--- src/rtl/wb_result_bus_if.sv ---
// Execution-unit result bus: per-unit result inputs with ready, plus the common
// result bus and branch redirect outputs. flush from commit control rides along.
interface wb_result_bus_if;
    logic        flush;

    logic        alu_en;
    logic [5:0]  alu_rd;
    logic [31:0] alu_out;
    logic        alu_ovf;
    logic        alu_ready;

    logic        sfu_en;
    logic [5:0]  sfu_rd;
    logic [31:0] sfu_out;
    logic        sfu_ready;

    logic        bru_en;
    logic [5:0]  bru_rd;
    logic [31:0] bru_addr;
    logic        bru_pre_right;
    logic        bru_b_type;
    logic        bru_real_dir;
    logic        bru_ready;

    logic        agu_en;
    logic [5:0]  agu_rd;
    logic [31:0] agu_out;
    logic        agu_ready;

    logic        cdb_valid;
    logic [5:0]  cdb_tag;
    logic [31:0] cdb_data;
    logic [1:0]  cdb_src;
    logic        cdb_exc;
    logic        cdb_b_type;
    logic        cdb_real_dir;
    logic        redirect_valid;
    logic [31:0] redirect_addr;

    modport master (
        output flush,
        output alu_en, alu_rd, alu_out, alu_ovf,
        output sfu_en, sfu_rd, sfu_out,
        output bru_en, bru_rd, bru_addr, bru_pre_right, bru_b_type, bru_real_dir,
        output agu_en, agu_rd, agu_out,
        input  alu_ready, sfu_ready, bru_ready, agu_ready,
        input  cdb_valid, cdb_tag, cdb_data, cdb_src, cdb_exc, cdb_b_type, cdb_real_dir,
        input  redirect_valid, redirect_addr
    );

    modport slave (
        input  flush,
        input  alu_en, alu_rd, alu_out, alu_ovf,
        input  sfu_en, sfu_rd, sfu_out,
        input  bru_en, bru_rd, bru_addr, bru_pre_right, bru_b_type, bru_real_dir,
        input  agu_en, agu_rd, agu_out,
        output alu_ready, sfu_ready, bru_ready, agu_ready,
        output cdb_valid, cdb_tag, cdb_data, cdb_src, cdb_exc, cdb_b_type, cdb_real_dir,
        output redirect_valid, redirect_addr
    );
endinterface

--- src/rtl/wb_result_bus.sv ---
// Writeback collector: four per-unit result queues, round-robin onto one registered CDB,
// registered mispredict redirect. Define WB_OVF_TRAP_EN to carry ALU overflow to cdb_exc.
module wb_result_bus #(
    parameter int unsigned DEPTH = 2
) (
    input logic            clk,
    input logic            rst,
    wb_result_bus_if.slave bus
);
    localparam int unsigned PtrW = $clog2(DEPTH);
    localparam int unsigned CntW = $clog2(DEPTH + 1);
    localparam int unsigned NumQ = 4;

    localparam logic [1:0] SrcAlu = 2'd0;
    localparam logic [1:0] SrcSfu = 2'd1;
    localparam logic [1:0] SrcBru = 2'd2;
    localparam logic [1:0] SrcAgu = 2'd3;

    // Queue storage, indexed by source unit
    logic [5:0]  tag_mem  [NumQ][DEPTH];
    logic [31:0] data_mem [NumQ][DEPTH];
    logic        bru_pre_right_mem [DEPTH];
    logic        bru_b_type_mem    [DEPTH];
    logic        bru_real_dir_mem  [DEPTH];
`ifdef WB_OVF_TRAP_EN
    logic        alu_ovf_mem [DEPTH];
`endif

    logic [NumQ-1:0][PtrW-1:0] wr_ptr_q, wr_ptr_d;
    logic [NumQ-1:0][PtrW-1:0] rd_ptr_q, rd_ptr_d;
    logic [NumQ-1:0][CntW-1:0] count_q, count_d;
    logic [1:0]                rr_ptr_q, rr_ptr_d;

    logic [NumQ-1:0]           in_en;
    logic [NumQ-1:0][5:0]      in_tag;
    logic [NumQ-1:0][31:0]     in_data;
    logic [NumQ-1:0]           ready;
    logic [NumQ-1:0]           push;
    logic [NumQ-1:0]           nonempty;
    logic [NumQ-1:0]           pop;

    logic       grant_valid;
    logic [1:0] grant_idx;
    logic [1:0] cand;
    logic [5:0] head_tag;
    logic [31:0] head_data;
    logic       head_exc;
    logic       head_b_type;
    logic       head_real_dir;
    logic       head_mispred;

    logic        cdb_valid_q, cdb_valid_d;
    logic [5:0]  cdb_tag_q, cdb_tag_d;
    logic [31:0] cdb_data_q, cdb_data_d;
    logic [1:0]  cdb_src_q, cdb_src_d;
    logic        cdb_exc_q, cdb_exc_d;
    logic        cdb_b_type_q, cdb_b_type_d;
    logic        cdb_real_dir_q, cdb_real_dir_d;
    logic        redirect_valid_q, redirect_valid_d;
    logic [31:0] redirect_addr_q, redirect_addr_d;

`ifndef WB_OVF_TRAP_EN
    logic unused_alu_ovf;
    assign unused_alu_ovf = bus.alu_ovf;
`endif

    always_comb begin
        in_en   = {bus.agu_en, bus.bru_en, bus.sfu_en, bus.alu_en};
        in_tag  = {bus.agu_rd, bus.bru_rd, bus.sfu_rd, bus.alu_rd};
        in_data = {bus.agu_out, bus.bru_addr, bus.sfu_out, bus.alu_out};
        for (int i = 0; i < NumQ; i++) begin
            // No pop-to-push bypass: a full queue stays not-ready even while draining
            ready[i]    = (count_q[i] != CntW'(DEPTH));
            nonempty[i] = (count_q[i] != '0);
            push[i]     = in_en[i] & ready[i] & ~bus.flush;
        end
    end

    // Round-robin scan starting at rr_ptr; flush suppresses any grant
    always_comb begin
        grant_valid = 1'b0;
        grant_idx   = rr_ptr_q;
        cand        = rr_ptr_q;
        for (int i = 0; i < NumQ; i++) begin
            cand = rr_ptr_q + 2'(i);
            if (!grant_valid && nonempty[cand] && !bus.flush) begin
                grant_valid = 1'b1;
                grant_idx   = cand;
            end
        end
        pop = '0;
        pop[grant_idx] = grant_valid;
    end

    always_comb begin
        head_tag      = tag_mem[grant_idx][rd_ptr_q[grant_idx]];
        head_data     = data_mem[grant_idx][rd_ptr_q[grant_idx]];
        head_b_type   = 1'b0;
        head_real_dir = 1'b0;
        head_mispred  = 1'b0;
        head_exc      = 1'b0;
        if (grant_idx == SrcBru) begin
            head_b_type   = bru_b_type_mem[rd_ptr_q[SrcBru]];
            head_real_dir = bru_real_dir_mem[rd_ptr_q[SrcBru]];
            head_mispred  = ~bru_pre_right_mem[rd_ptr_q[SrcBru]];
        end
`ifdef WB_OVF_TRAP_EN
        if (grant_idx == SrcAlu) begin
            head_exc = alu_ovf_mem[rd_ptr_q[SrcAlu]];
        end
`endif
    end

    always_comb begin
        for (int i = 0; i < NumQ; i++) begin
            wr_ptr_d[i] = wr_ptr_q[i] + PtrW'(push[i]);
            rd_ptr_d[i] = rd_ptr_q[i] + PtrW'(pop[i]);
            count_d[i]  = count_q[i] + CntW'(push[i]) - CntW'(pop[i]);
            if (bus.flush) begin
                wr_ptr_d[i] = '0;
                rd_ptr_d[i] = '0;
                count_d[i]  = '0;
            end
        end
        rr_ptr_d = grant_valid ? grant_idx + 2'd1 : rr_ptr_q;

        cdb_valid_d    = grant_valid;
        cdb_tag_d      = cdb_tag_q;
        cdb_data_d     = cdb_data_q;
        cdb_src_d      = cdb_src_q;
        cdb_exc_d      = cdb_exc_q;
        cdb_b_type_d   = cdb_b_type_q;
        cdb_real_dir_d = cdb_real_dir_q;
        if (grant_valid) begin
            cdb_tag_d      = head_tag;
            cdb_data_d     = head_data;
            cdb_src_d      = grant_idx;
            cdb_exc_d      = head_exc;
            cdb_b_type_d   = head_b_type;
            cdb_real_dir_d = head_real_dir;
        end

        redirect_valid_d = grant_valid & head_mispred;
        redirect_addr_d  = (grant_valid && head_mispred) ? head_data : redirect_addr_q;
    end

    always_ff @(posedge clk) begin
        if (rst) begin
            wr_ptr_q         <= '0;
            rd_ptr_q         <= '0;
            count_q          <= '0;
            rr_ptr_q         <= 2'd0;
            cdb_valid_q      <= 1'b0;
            cdb_tag_q        <= '0;
            cdb_data_q       <= '0;
            cdb_src_q        <= SrcAlu;
            cdb_exc_q        <= 1'b0;
            cdb_b_type_q     <= 1'b0;
            cdb_real_dir_q   <= 1'b0;
            redirect_valid_q <= 1'b0;
            redirect_addr_q  <= '0;
        end else begin
            wr_ptr_q         <= wr_ptr_d;
            rd_ptr_q         <= rd_ptr_d;
            count_q          <= count_d;
            rr_ptr_q         <= rr_ptr_d;
            cdb_valid_q      <= cdb_valid_d;
            cdb_tag_q        <= cdb_tag_d;
            cdb_data_q       <= cdb_data_d;
            cdb_src_q        <= cdb_src_d;
            cdb_exc_q        <= cdb_exc_d;
            cdb_b_type_q     <= cdb_b_type_d;
            cdb_real_dir_q   <= cdb_real_dir_d;
            redirect_valid_q <= redirect_valid_d;
            redirect_addr_q  <= redirect_addr_d;
        end
    end

    // Payload storage needs no reset: only entries below count are ever read
    always_ff @(posedge clk) begin
        for (int i = 0; i < NumQ; i++) begin
            if (push[i] && !rst) begin
                tag_mem[i][wr_ptr_q[i]]  <= in_tag[i];
                data_mem[i][wr_ptr_q[i]] <= in_data[i];
            end
        end
        if (push[SrcBru] && !rst) begin
            bru_pre_right_mem[wr_ptr_q[SrcBru]] <= bus.bru_pre_right;
            bru_b_type_mem[wr_ptr_q[SrcBru]]    <= bus.bru_b_type;
            bru_real_dir_mem[wr_ptr_q[SrcBru]]  <= bus.bru_real_dir;
        end
`ifdef WB_OVF_TRAP_EN
        if (push[SrcAlu] && !rst) begin
            alu_ovf_mem[wr_ptr_q[SrcAlu]] <= bus.alu_ovf;
        end
`endif
    end

    assign bus.alu_ready      = ready[SrcAlu];
    assign bus.sfu_ready      = ready[SrcSfu];
    assign bus.bru_ready      = ready[SrcBru];
    assign bus.agu_ready      = ready[SrcAgu];
    assign bus.cdb_valid      = cdb_valid_q;
    assign bus.cdb_tag        = cdb_tag_q;
    assign bus.cdb_data       = cdb_data_q;
    assign bus.cdb_src        = cdb_src_q;
    assign bus.cdb_exc        = cdb_exc_q;
    assign bus.cdb_b_type     = cdb_b_type_q;
    assign bus.cdb_real_dir   = cdb_real_dir_q;
    assign bus.redirect_valid = redirect_valid_q;
    assign bus.redirect_addr  = redirect_addr_q;
endmodule

--- src/flat_wrapper.sv ---
// flat-port wrapper written by rule: the top's interface ports become plain ports
module wb_result_bus_flat 
#(
    parameter int unsigned DEPTH = 2
)
  (clk, rst, bus_flush, bus_alu_en, bus_alu_rd, bus_alu_out, bus_alu_ovf, bus_sfu_en, bus_sfu_rd, bus_sfu_out, bus_bru_en, bus_bru_rd, bus_bru_addr, bus_bru_pre_right, bus_bru_b_type, bus_bru_real_dir, bus_agu_en, bus_agu_rd, bus_agu_out, bus_alu_ready, bus_sfu_ready, bus_bru_ready, bus_agu_ready, bus_cdb_valid, bus_cdb_tag, bus_cdb_data, bus_cdb_src, bus_cdb_exc, bus_cdb_b_type, bus_cdb_real_dir, bus_redirect_valid, bus_redirect_addr);
  wb_result_bus_if bus_i ();
  input logic clk;
  input logic rst;
  input wire logic [$bits(bus_i.flush)-1:0] bus_flush;
  input wire logic [$bits(bus_i.alu_en)-1:0] bus_alu_en;
  input wire logic [$bits(bus_i.alu_rd)-1:0] bus_alu_rd;
  input wire logic [$bits(bus_i.alu_out)-1:0] bus_alu_out;
  input wire logic [$bits(bus_i.alu_ovf)-1:0] bus_alu_ovf;
  input wire logic [$bits(bus_i.sfu_en)-1:0] bus_sfu_en;
  input wire logic [$bits(bus_i.sfu_rd)-1:0] bus_sfu_rd;
  input wire logic [$bits(bus_i.sfu_out)-1:0] bus_sfu_out;
  input wire logic [$bits(bus_i.bru_en)-1:0] bus_bru_en;
  input wire logic [$bits(bus_i.bru_rd)-1:0] bus_bru_rd;
  input wire logic [$bits(bus_i.bru_addr)-1:0] bus_bru_addr;
  input wire logic [$bits(bus_i.bru_pre_right)-1:0] bus_bru_pre_right;
  input wire logic [$bits(bus_i.bru_b_type)-1:0] bus_bru_b_type;
  input wire logic [$bits(bus_i.bru_real_dir)-1:0] bus_bru_real_dir;
  input wire logic [$bits(bus_i.agu_en)-1:0] bus_agu_en;
  input wire logic [$bits(bus_i.agu_rd)-1:0] bus_agu_rd;
  input wire logic [$bits(bus_i.agu_out)-1:0] bus_agu_out;
  output wire logic [$bits(bus_i.alu_ready)-1:0] bus_alu_ready;
  output wire logic [$bits(bus_i.sfu_ready)-1:0] bus_sfu_ready;
  output wire logic [$bits(bus_i.bru_ready)-1:0] bus_bru_ready;
  output wire logic [$bits(bus_i.agu_ready)-1:0] bus_agu_ready;
  output wire logic [$bits(bus_i.cdb_valid)-1:0] bus_cdb_valid;
  output wire logic [$bits(bus_i.cdb_tag)-1:0] bus_cdb_tag;
  output wire logic [$bits(bus_i.cdb_data)-1:0] bus_cdb_data;
  output wire logic [$bits(bus_i.cdb_src)-1:0] bus_cdb_src;
  output wire logic [$bits(bus_i.cdb_exc)-1:0] bus_cdb_exc;
  output wire logic [$bits(bus_i.cdb_b_type)-1:0] bus_cdb_b_type;
  output wire logic [$bits(bus_i.cdb_real_dir)-1:0] bus_cdb_real_dir;
  output wire logic [$bits(bus_i.redirect_valid)-1:0] bus_redirect_valid;
  output wire logic [$bits(bus_i.redirect_addr)-1:0] bus_redirect_addr;
  assign bus_i.flush = bus_flush;
  assign bus_i.alu_en = bus_alu_en;
  assign bus_i.alu_rd = bus_alu_rd;
  assign bus_i.alu_out = bus_alu_out;
  assign bus_i.alu_ovf = bus_alu_ovf;
  assign bus_i.sfu_en = bus_sfu_en;
  assign bus_i.sfu_rd = bus_sfu_rd;
  assign bus_i.sfu_out = bus_sfu_out;
  assign bus_i.bru_en = bus_bru_en;
  assign bus_i.bru_rd = bus_bru_rd;
  assign bus_i.bru_addr = bus_bru_addr;
  assign bus_i.bru_pre_right = bus_bru_pre_right;
  assign bus_i.bru_b_type = bus_bru_b_type;
  assign bus_i.bru_real_dir = bus_bru_real_dir;
  assign bus_i.agu_en = bus_agu_en;
  assign bus_i.agu_rd = bus_agu_rd;
  assign bus_i.agu_out = bus_agu_out;
  assign bus_alu_ready = bus_i.alu_ready;
  assign bus_sfu_ready = bus_i.sfu_ready;
  assign bus_bru_ready = bus_i.bru_ready;
  assign bus_agu_ready = bus_i.agu_ready;
  assign bus_cdb_valid = bus_i.cdb_valid;
  assign bus_cdb_tag = bus_i.cdb_tag;
  assign bus_cdb_data = bus_i.cdb_data;
  assign bus_cdb_src = bus_i.cdb_src;
  assign bus_cdb_exc = bus_i.cdb_exc;
  assign bus_cdb_b_type = bus_i.cdb_b_type;
  assign bus_cdb_real_dir = bus_i.cdb_real_dir;
  assign bus_redirect_valid = bus_i.redirect_valid;
  assign bus_redirect_addr = bus_i.redirect_addr;
  wb_result_bus #(.DEPTH(DEPTH)) u_core (.clk(clk), .rst(rst), .bus(bus_i));
endmodule
--- config.mk ---
export PLATFORM = sky130hd
export DESIGN_NAME = wb_result_bus_flat
export DESIGN_NICKNAME = d
export VERILOG_FILES = /design/src/rtl/wb_result_bus_if.sv /design/src/rtl/wb_result_bus.sv /design/src/flat_wrapper.sv
export SDC_FILE = /design/constraint.sdc
export NUM_CORES = 1
export LEC_CHECK = 0
export BUFFER_PORTS_ARGS = -buffer_cell sky130_fd_sc_hd__buf_2
export CAP_MARGIN = 20
export CORE_MARGIN = 1.5
export CORE_UTILIZATION = 51
export DETAILED_ROUTE_END_ITERATION = 16
export HOLD_SLACK_MARGIN = 0.15
export PLACE_DENSITY = 0.75
export SLEW_MARGIN = 20
export SYNTH_ARGS = -nofsm -noshare
export SYNTH_HDL_FRONTEND = slang
export SYNTH_SLANG_ARGS = --single-unit
--- constraint.sdc ---
create_clock -name clk -period 6.1 [get_ports clk]
set_input_delay 1.83 -clock clk [delete_from_list [all_inputs] [get_ports clk]]
set_output_delay 1.83 -clock clk [all_outputs]
set_load 0.01 [all_outputs]
==> results.cfg <==
[sta]
slew_headroom_pct = 40.56
drv_slew = 0
holdWs_ns = 0.4604
fmax_mhz = 238.6
min_period_ns = 4.191
post-route-period-util_pct = 68.71
setup_viol = 0
hold_violations = 0
fin_worst_skew_ns = 0.01965
worstMarginPinSlew_ns = 0.8916
fin_ws_ns = 1.909
rsz0062_at_grt = no
setup_tns_ns = 0

[yosys]
synthesis.area_sq_um = 16230
synth-seq-cells = 404
synth_largest_area_cell = edfxtp_1
synth_top_cell_area_share_pct = 57.36
synth_edf_count = 310
yosys_warnings = 0
ys_seq_area_share_pct = 68.95
synth_ff_type = edfxtp_1
syn_area_per_cell_sq_um = 13.82
ys_async_sr_fraction_pct = 0
synth_fp_nets = 1345
syn_inst = 1174
synth_cell_type_count = 48
synthTopCellsByArea = edfxtp_1, dfxtp_1, mux2i_1, nand2_1, o21ba_1

[clocking]
clk_path_buf_depth = 3
cts_hold_buf = 0
cts_max_level = 2
cts_buffers = 42
cts_root_buffer = clkbuf_16
cts_tree = yes
clkSlewWorstSetupHoldPaths_ns = 0.06
cts_setup_buffers = 0
clock_latency_ns = 0.53
cts_resized = 0
clock_sinks = 404

[hold_path]
min_to = u_core.bus.cdb_src[0]
min_path_type = flip-flop to flip-flop
hp-start = u_core.bus.cdb_src[0]
hold_depth = 2

[job]
drv_cap = 0

[worst_setup_path]
reg2reg_from = u_core.count_q[5]
regToRegSetupSlack_ns = 2.24
arrival_ns = 4.61
startpoint_type = input pin
crit_chain = buf_2 > inv_1 > a211oi_1 > or2_1 > nand3_4 > inv_2 > buf_4 > a21boi_0 > o21ba_1
worstPathRequired_ns = 6.52
cp-end-kind = flip-flop
reg2regPathDepth = 10
critPathMaxStageDelay_ns = 0.71
cp_slowest_cell = or2_1
critPathKind = input pin to flip-flop
r2r_end = u_core.bus.redirect_addr[26]
crit_fanout = 65

[floorplanning]
start_util_pct = 51.56
core_sq_um = 31470
die_area_sq_um = 32900
std_cell_rows = 65
ios = 244
die_height_microns = 181.4
fp.dieW_microns = 181.4

[finish]
drive_above_1_share_pct = 25.60
syn_to_final_growth_pct = 18.29
num-nets-final = 1563
final_util_pct = 60.99
fin_area_sq_um = 19200
fin_cells = 1830

[power_and_ir_drop]
power_density_nw_per_um2 = 397.4
leakage_nw = 7.213
power_mw = 7.628
ir_worst_vdd_mv = 0.2699

[placed_design]
io_buffers = 241
placed_area_sq_um = 17800
place_ws_ns = 1.236
gp_congestion = 0.8619
place_hpwl_microns = 25130
numPlacedInstances = 1750

[drt]
num_vias = 10380
vias_per_cell = 5.669
drtPass1Iterations = 5
wl_microns = 38990
drt_iter0_markers = 735
ant_nets = 0
drc = 0
routedWlPerCell_microns = 21.31

[global_routing]
track_usage_pct = 23.54
grt-ovfl-total = 0
use_met1_pct = 28.50
gr-usage-met3_pct = 5.435
grt_max_degree = 127
use_met2_pct = 41.42
antenna_found_initial = 6
grt_pass1_vias = 10400
grt_busiest_layer = met2
grt_pass1_wl_microns = 58570

[status]
status = finished, final reports clean
[power by group]
group	switching, mW	total, mW	internal, mW
sequential	0.119	3.26	3.14
combinational	1.25	1.84	0.590
clock	1.03	2.53	1.50
total	2.39	7.63	5.23
[sequential cells by signal, indices dropped and copies added, names as in the netlist, 4 cells and up]
register / cells
u_core.bus.cdb_data: 32
u_core.tag_mem: 48
u_core.wr_ptr_q: 4
u_core.bus.cdb_tag: 6
u_core.count_q: 8
u_core.rd_ptr_q: 4
u_core.data_mem: 256
u_core.bus.redirect_addr: 32
[metal layers]
layer | wire length (microns) | vias up
met3 | 2708 | 79
met5 | 50 | -
met4 | 1128 | 8
met1 | 15310 | 5075
met2 | 19790 | 349
li1 | - | 4864
[layout by cell type (no fill, tap or decap), drive strengths merged, types with 3 or more instances in the layout]
| cell | Yosys | layout |
|---|---|---|
| nor4 | 3 | 3 |
| and2 | 5 | 5 |
| nand3 | 57 | 57 |
| edfxtp | 310 | 310 |
| xor2 | 4 | 4 |
| o2111a | 14 | 14 |
| dfxtp | 94 | 94 |
| a311oi | 32 | 32 |
| a221oi | 12 | 12 |
| or2 | 4 | 4 |
| nor3 | 15 | 15 |
| a211oi | 21 | 21 |
| nor2 | 76 | 76 |
| and3 | 24 | 24 |
| mux2i | 100 | 100 |
| buf | 12 | 261 |
| xnor2 | 11 | 11 |
| clkbuf | 75 | 61 |
| clkinv | 0 | 12 |
| or3 | 3 | 3 |
| o21ba | 32 | 32 |
| bufinv | 0 | 3 |
| a21oi | 21 | 21 |
| mux2 | 16 | 16 |
| inv | 16 | 18 |
| nand4 | 13 | 13 |
| o211ai | 16 | 16 |
| ha | 8 | 8 |
| nor2b | 18 | 18 |
| a21boi | 32 | 32 |
| nand2 | 112 | 112 |
[synthesized netlist by cell type, types with 2 or more instances]
cell type,n
xnor2_1,11
a221oi_1,12
mux4_2,2
o2111a_1,14
a311oi_1,32
a21o_1,2
o211ai_1,16
nor3b_1,2
and2_1,5
clkbuf_1,75
o221ai_1,2
a211oi_1,21
edfxtp_1,310
ha_1,8
o21ai_0,2
nor2_1,76
o21ba_1,32
nand4_1,13
buf_2,2
mux2_2,16
buf_6,6
mux2i_1,100
o31ai_1,2
nor2b_1,18
nand3_1,56
buf_1,3
xor2_1,4
or2_2,2
nor4_1,3
and3_1,24
a21oi_1,21
nand2_1,112
dfxtp_1,94
or3_1,3
a21boi_0,32
nor3_1,15
inv_1,15
[layout make-up]
type | count | area [sq um]
timing repair buffer | 261 | 1369
clock buffer | 61 | 1204
antenna | 2 | 5.005
multi-input combinational | 667 | 4682
clock inverter | 17 | 178.9
tap | 402 | 503.0
sequential | 404 | 11200
fill | 2423 | 12280
inverter | 16 | 60.06
[critical path, delay by kind of cell]
family / cells / cell delay [ns]
buffers and inverters: 4 / 0.98
AOI/OAI and AO/OA: 3 / 0.84
and+or+nand+nor: 2 / 0.90
[kinds of logic after synthesis]
family | Yosys count | synth area share (%)
XOR/XNOR | 15 | 0.8095
multiplexers | 118 | 7.555
adder cells (fa/ha/maj) | 8 | 0.6168
AO/OA/AOI/OAI | 193 | 9.891
other | 1 | 0.02311
flip-flops | 404 | 68.95
buffers and inverters | 103 | 2.698
AND/OR/NAND/NOR | 332 | 9.452
[worst max path at each step]
| stage | startpoint | to | slack (ns) |
|---|---|---|---|
| after floorplan | bus_flush | u_core.bru_b_type_mem[0] | 0.24 |
| after global placement | bus_flush | u_core.bus.redirect_addr[20] | 1.30 |
| after detailed placement | bus_flush | u_core.bus.redirect_addr[22] | 1.24 |
| after CTS | bus_flush | u_core.bus.redirect_addr[22] | 1.78 |
| after global routing | bus_flush | u_core.bus.redirect_addr[23] | 1.66 |
| final | bus_flush | u_core.bus.redirect_addr[26] | 1.91 |
Power figures use the tool's default switching activity.
